### src/rtl/muldiv_ctrl_if.sv
// Handshake and data bundle between the CPU pipeline, the HI/LO controller
// and the external multiply/divide engine.
interface muldiv_ctrl_if;
    logic        op_start;
    logic        op_div;
    logic [31:0] rs_val;
    logic [31:0] rt_val;
    logic        rd_hi;
    logic        rd_lo;
    logic        md_HDControl;
    logic [31:0] md_A;
    logic [31:0] md_B;
    logic        md_reset;
    logic [31:0] md_HI;
    logic [31:0] md_LO;
    logic        md_Done;
    logic        md_DivBy0;
    logic [31:0] hi_q;
    logic [31:0] lo_q;
    logic        busy;
    logic        stall;
    logic        done;
    logic        err;
    logic        div0_exc;

    modport slave (
        input  op_start, op_div, rs_val, rt_val, rd_hi, rd_lo,
        input  md_HI, md_LO, md_Done, md_DivBy0,
        output md_HDControl, md_A, md_B, md_reset,
        output hi_q, lo_q, busy, stall, done, err, div0_exc
    );

    modport master (
        output op_start, op_div, rs_val, rt_val, rd_hi, rd_lo,
        output md_HI, md_LO, md_Done, md_DivBy0,
        input  md_HDControl, md_A, md_B, md_reset,
        input  hi_q, lo_q, busy, stall, done, err, div0_exc
    );
endinterface

### src/rtl/muldiv_ctrl.sv
// muldiv_ctrl: sequences an external mul/div engine and owns HI/LO.
// Option MULDIV_DIV0_TRAP_EN: trap divide-by-zero without running the engine.
module muldiv_ctrl #(
    parameter int TIMEOUT = 48
) (
    input logic          clock,
    input logic          reset,
    muldiv_ctrl_if.slave bus
);
    localparam int CW = $clog2(TIMEOUT + 1);

    typedef enum logic [1:0] {IDLE, CLR, RUN, CAPT} state_t;

    state_t        state;
    state_t        state_nxt;
    logic [CW-1:0] run_cnt;
    logic          op_div_q;
    logic [31:0]   a_q;
    logic [31:0]   b_q;
    logic [31:0]   hi_r;
    logic [31:0]   lo_r;
    logic          err_r;
    logic          accept;
    logic          timeout;
    logic          capture;
    logic          unused_div0;
`ifdef MULDIV_DIV0_TRAP_EN
    logic          trap;
    logic          trap_q;
`endif

    // Next-state and per-cycle strobes of the operation sequencer
    always_comb begin
        state_nxt = state;
        accept    = 1'b0;
        timeout   = 1'b0;
        capture   = 1'b0;
`ifdef MULDIV_DIV0_TRAP_EN
        trap      = 1'b0;
`endif
        unique case (state)
            IDLE: begin
                if (bus.op_start) begin
                    accept    = 1'b1;
                    state_nxt = CLR;
`ifdef MULDIV_DIV0_TRAP_EN
                    if (bus.op_div && bus.rt_val == 32'd0) begin
                        trap      = 1'b1;
                        state_nxt = CAPT;
                    end
`endif
                end
            end
            CLR: state_nxt = RUN;
            RUN: begin
                if (bus.md_Done) begin
                    state_nxt = CAPT;
                end else if (run_cnt == CW'(TIMEOUT - 1)) begin
                    timeout   = 1'b1;
                    state_nxt = IDLE;
                end
            end
            CAPT: begin
                state_nxt = IDLE;
`ifdef MULDIV_DIV0_TRAP_EN
                capture   = !trap_q;
`else
                capture   = 1'b1;
`endif
            end
            default: state_nxt = IDLE;
        endcase
    end

    // State register
    always_ff @(posedge clock) begin
        if (!reset) begin
            state <= IDLE;
        end else begin
            state <= state_nxt;
        end
    end

    // Operand holding registers, loaded once per accepted request
    always_ff @(posedge clock) begin
        if (!reset) begin
            op_div_q <= 1'b0;
            a_q      <= '0;
            b_q      <= '0;
        end else if (accept) begin
            op_div_q <= bus.op_div;
            a_q      <= bus.rs_val;
            b_q      <= bus.rt_val;
        end
    end

`ifdef MULDIV_DIV0_TRAP_EN
    // Remembers that the current CAPT cycle is a trap, not a capture
    always_ff @(posedge clock) begin
        if (!reset) begin
            trap_q <= 1'b0;
        end else if (accept) begin
            trap_q <= trap;
        end
    end
`endif

    // RUN cycle counter; zero whenever the engine is not running
    always_ff @(posedge clock) begin
        if (!reset) begin
            run_cnt <= '0;
        end else if (state == RUN) begin
            run_cnt <= run_cnt + CW'(1);
        end else begin
            run_cnt <= '0;
        end
    end

    // Architectural HI/LO, written only by a completed operation
    always_ff @(posedge clock) begin
        if (!reset) begin
            hi_r <= '0;
            lo_r <= '0;
        end else if (capture) begin
            hi_r <= bus.md_HI;
            lo_r <= bus.md_LO;
        end
    end

    // Timeout pulse lands in the IDLE cycle after the abort
    always_ff @(posedge clock) begin
        if (!reset) begin
            err_r <= 1'b0;
        end else begin
            err_r <= timeout;
        end
    end

    // Engine is only released from reset while running
    assign bus.md_reset     = !reset || (state != RUN);
    assign bus.md_A         = reset ? a_q : '0;
    assign bus.md_B         = reset ? b_q : '0;
    assign bus.md_HDControl = reset & op_div_q;

    assign bus.hi_q  = hi_r;
    assign bus.lo_q  = lo_r;
    assign bus.busy  = (state != IDLE);
    assign bus.stall = (bus.rd_hi | bus.rd_lo) & bus.busy;
    assign bus.done  = capture;
    assign bus.err   = err_r;
`ifdef MULDIV_DIV0_TRAP_EN
    assign bus.div0_exc = (state == CAPT) && trap_q;
`else
    assign bus.div0_exc = 1'b0;
`endif

    // Engine's own divide-by-zero flag carries no extra information here
    assign unused_div0 = bus.md_DivBy0;
endmodule

### src/flat_wrapper.sv
// flat-port wrapper written by rule: the top's interface ports become plain ports
module muldiv_ctrl_flat 
#(
    parameter int TIMEOUT = 48
)
  (clock, reset, bus_op_start, bus_op_div, bus_rs_val, bus_rt_val, bus_rd_hi, bus_rd_lo, bus_md_HI, bus_md_LO, bus_md_Done, bus_md_DivBy0, bus_md_HDControl, bus_md_A, bus_md_B, bus_md_reset, bus_hi_q, bus_lo_q, bus_busy, bus_stall, bus_done, bus_err, bus_div0_exc);
  muldiv_ctrl_if bus_i ();
  input logic clock;
  input logic reset;
  input wire logic [$bits(bus_i.op_start)-1:0] bus_op_start;
  input wire logic [$bits(bus_i.op_div)-1:0] bus_op_div;
  input wire logic [$bits(bus_i.rs_val)-1:0] bus_rs_val;
  input wire logic [$bits(bus_i.rt_val)-1:0] bus_rt_val;
  input wire logic [$bits(bus_i.rd_hi)-1:0] bus_rd_hi;
  input wire logic [$bits(bus_i.rd_lo)-1:0] bus_rd_lo;
  input wire logic [$bits(bus_i.md_HI)-1:0] bus_md_HI;
  input wire logic [$bits(bus_i.md_LO)-1:0] bus_md_LO;
  input wire logic [$bits(bus_i.md_Done)-1:0] bus_md_Done;
  input wire logic [$bits(bus_i.md_DivBy0)-1:0] bus_md_DivBy0;
  output wire logic [$bits(bus_i.md_HDControl)-1:0] bus_md_HDControl;
  output wire logic [$bits(bus_i.md_A)-1:0] bus_md_A;
  output wire logic [$bits(bus_i.md_B)-1:0] bus_md_B;
  output wire logic [$bits(bus_i.md_reset)-1:0] bus_md_reset;
  output wire logic [$bits(bus_i.hi_q)-1:0] bus_hi_q;
  output wire logic [$bits(bus_i.lo_q)-1:0] bus_lo_q;
  output wire logic [$bits(bus_i.busy)-1:0] bus_busy;
  output wire logic [$bits(bus_i.stall)-1:0] bus_stall;
  output wire logic [$bits(bus_i.done)-1:0] bus_done;
  output wire logic [$bits(bus_i.err)-1:0] bus_err;
  output wire logic [$bits(bus_i.div0_exc)-1:0] bus_div0_exc;
  assign bus_i.op_start = bus_op_start;
  assign bus_i.op_div = bus_op_div;
  assign bus_i.rs_val = bus_rs_val;
  assign bus_i.rt_val = bus_rt_val;
  assign bus_i.rd_hi = bus_rd_hi;
  assign bus_i.rd_lo = bus_rd_lo;
  assign bus_i.md_HI = bus_md_HI;
  assign bus_i.md_LO = bus_md_LO;
  assign bus_i.md_Done = bus_md_Done;
  assign bus_i.md_DivBy0 = bus_md_DivBy0;
  assign bus_md_HDControl = bus_i.md_HDControl;
  assign bus_md_A = bus_i.md_A;
  assign bus_md_B = bus_i.md_B;
  assign bus_md_reset = bus_i.md_reset;
  assign bus_hi_q = bus_i.hi_q;
  assign bus_lo_q = bus_i.lo_q;
  assign bus_busy = bus_i.busy;
  assign bus_stall = bus_i.stall;
  assign bus_done = bus_i.done;
  assign bus_err = bus_i.err;
  assign bus_div0_exc = bus_i.div0_exc;
  muldiv_ctrl #(.TIMEOUT(TIMEOUT)) u_core (.clock(clock), .reset(reset), .bus(bus_i));
endmodule
### config.mk
export PLATFORM = sky130hd
export DESIGN_NAME = muldiv_ctrl_flat
export DESIGN_NICKNAME = d
export VERILOG_FILES = /design/src/rtl/muldiv_ctrl_if.sv /design/src/rtl/muldiv_ctrl.sv /design/src/flat_wrapper.sv
export SDC_FILE = /design/constraint.sdc
export NUM_CORES = 1
export LEC_CHECK = 0
export CELL_PAD_IN_SITES_DETAIL_PLACEMENT = 0
export CELL_PAD_IN_SITES_GLOBAL_PLACEMENT = 1
export CORE_MARGIN = 3
export CORE_UTILIZATION = 32
export CTS_BUF_LIST = sky130_fd_sc_hd__clkbuf_8
export DETAILED_ROUTE_END_ITERATION = 12
export PLACE_DENSITY_LB_ADDON = 0.1
export SLEW_MARGIN = 20
export SYNTH_ARGS = -nofsm -noshare
export SYNTH_HDL_FRONTEND = slang
export SYNTH_SLANG_ARGS = --single-unit
### constraint.sdc
create_clock -name clock -period 2.6 [get_ports clock]
set_input_delay 0.39 -clock clock [delete_from_list [all_inputs] [get_ports clock]]
set_output_delay 0.39 -clock clock [all_outputs]
set_load 0.02 [all_outputs]
==> flow_metrics.tcl <==
set metrics [dict create \
    hpwl_um 11600 \
    finalHoldWorstSlack_ps 410.8 \
    hold_violations 0 \
    worst_pin_slew_ps 685.5 \
    cts_root_buf "clkbuf_8" \
    cts_tree "yes" \
    use_met1_pct 20.17 \
    gp_congestion 0.7542 \
    clk_pin_slew_ps 70 \
    setup_violations 0 \
    drv_cap 0 \
    arrival_ps 1940 \
    ys_ff_latch 138 \
    min-delay-path-class "in2reg" \
    synth_nets 809 \
    track_usage_pct 16.58 \
    slew_viol_final 0 \
    crit_family "buffers and inverters" \
    ir_drop_mv 0.2785 \
    status "complete, no violations" \
    syn_to_final_growth_pct 57.07 \
    path_buf_inv 2 \
    vias 5125 \
    dieArea_mm2 0.01906 \
    grt_overflow 0 \
    die_h_um 138.1 \
    synth_top_area_cell "dfxtp_1" \
    grt.busiest_layer "met2" \
    slew_headroom_pct 54.30 \
    post-route-util_pct 52.13 \
    drive_gt1_share_pct 5.043 \
    mostFrequentLayoutCell "clkdlybuf4s50_1" \
    core_mm2 0.01682 \
    rows 47 \
    yosysUniqueCellTypes 28 \
    met3_usage_pct 6.492 \
    final_cell_mix "267 x clkdlybuf4s50_1, 259 x nand2_1, 138 x dfxtp_1" \
    grt_pass1_vias 5028 \
    use_met2_pct 27.11 \
    avgSynthCellArea_um2 8.306 \
    antennaDiodeCount 0 \
    critPathMaxStageDelay_ps 660 \
    vias_per_cell 4.449 \
    fillers 1633 \
    cts.sinks 138 \
    drtAntennaViolNets 0 \
    cts_resized 0 \
    wirelength_um 16040 \
    clockBufferDepth 2 \
    portBuffers 268 \
    numCtsBuffers 17 \
    synth-seq-area-share_pct 49.50 \
    crit_path_top_delay_cell "clkdlybuf4s50_1" \
    ios 271 \
    rsz0062_at_grt "no" \
    power_density_mw_per_mm2 536.5 \
    post_cts_buffers 0 \
    clk_latency_ps 430 \
    postSynthCellCount 672 \
    max_freq_ghz 0.4296 \
    grt_pass1_wl_um 25960 \
    min_period_ps 2328 \
    antenna_found_initial 0 \
    path_cells "and3b_1 -> inv_1 -> clkdlybuf4s50_1" \
    grt_max_degree 65 \
    p_leak_nw 3.175 \
    power_mw 4.704 \
    syn_area_mm2 0.005582 \
    crit_type "reg2out" \
    cts.htree.levels 4 \
    drt_iter0_markers 184 \
    crit_fanout 7 \
    dp_cells 1121 \
    setup_tns_ps 0 \
    finalNonFillerCells 1152 \
    start_util_pct 33.19 \
    drtPass1Iterations 4 \
    critPathLaunchType "flip-flop" \
    timing.final.crit_share_pct 89.53 \
    endpoint_kind "output pin" \
    hold_buffers 0 \
    nets 1057 \
    die_w_um 138.1 \
    routedWlPerCell_um 13.92 \
    clock_skew_ps 8.890 \
    drc 0 \
    required_ps 2210 \
    synth_area_leaders "dfxtp_1 49%, nand2_1 17%, a21boi_1 9.4%, a21boi_0 7.9%, and2_1 7.5%" \
    r2r_setup_slack_ps 1040 \
    yosys.area.top_type_share_pct 49.50 \
    yosys_warnings 0 \
]
## cells by family after synthesis
kind of cell / synth area share, %
and+or+nand+nor: 26.63
AOI/OAI and AO/OA: 17.75
DFF: 49.50
other: 0.06718
adders and majority gates: 0.2241
xor gates and xnor gates: 0.4708
buffers and inverters: 5.178
muxes: 0.1793
## path summary, 6_finish.rpt
check / start / end / depth (start not counted)
worst min-delay path: reset / u_core.b_q[31] / 2
worst max-delay path: u_core.state[0] / bus_md_reset / 3
worst max register to register: u_core.state[0] / u_core.bus.hi_q[24] / 5
worst min register to register: u_core.b_q[16] / u_core.b_q[16] / 2
## cell type report
class | count | area [µm²] | share of cell area, %
Clock buffer | 21 | 289.0 | 3.297
Clock inverter | 10 | 100.1 | 1.142
Inverter | 2 | 7.507 | 0.08563
Multi-Input combinational cell | 481 | 2537 | 28.94
Sequential cell | 138 | 2763 | 31.51
Tap cell | 220 | 275.3 | 3.140
Timing Repair Buffer | 280 | 2795 | 31.88
## flip-flops by register name, summed over array words and instances, names as in the netlist
name / count
u_core.bus.hi_q: 32
u_core.state: 2
u_core.op_div_q: 1
u_core.run_cnt: 6
u_core.bus.lo_q: 32
u_core.b_q: 32
u_core.a_q: 32
u_core.bus.err: 1
## routing by layer
metal | vias up | routed length (µm) | share of wire (%)
met2 | 163 | 7598 | 47
li1 | 2618 | - | -
met4 | 0 | 195 | 1.2
met5 | - | 0 | 0
met3 | 14 | 1221 | 7.6
met1 | 2330 | 7027 | 44
## power by group
group          internal [mW]  switching, mW
registers               2.21         0.0462
logic                  0.407          0.332
clock network          0.934          0.777
total                   3.55           1.15
## synthesized netlist by cell type
cell / count
clkbuf_2: 1
or3b_1: 1
a21boi_0: 59
nor3b_1: 2
nand3_1: 3
nand2_1: 260
or2_2: 1
ha_1: 1
xor2_1: 2
buf_6: 5
and3b_1: 1
buf_2: 17
conb_1: 1
or3_1: 1
buf_4: 8
clkbuf_1: 20
dfxtp_1: 138
inv_1: 2
nand3b_1: 1
o21a_1: 1
and2_1: 67
mux2i_1: 1
nor2_1: 4
a21boi_1: 70
o21ai_0: 2
nor4b_1: 1
a21oi_1: 1
xnor2_1: 1
## per-stage QoR
stage                     area, µm²  setup WS, ps
after CTS                      8767         210.5
after detailed placement       8378         432.3
after global routing           8767         158.4
after global placement         8378         438.4
after floorplan                5582         984.3
final                          8767         272.1
Note: power is estimated with default switching activity, not from simulation.
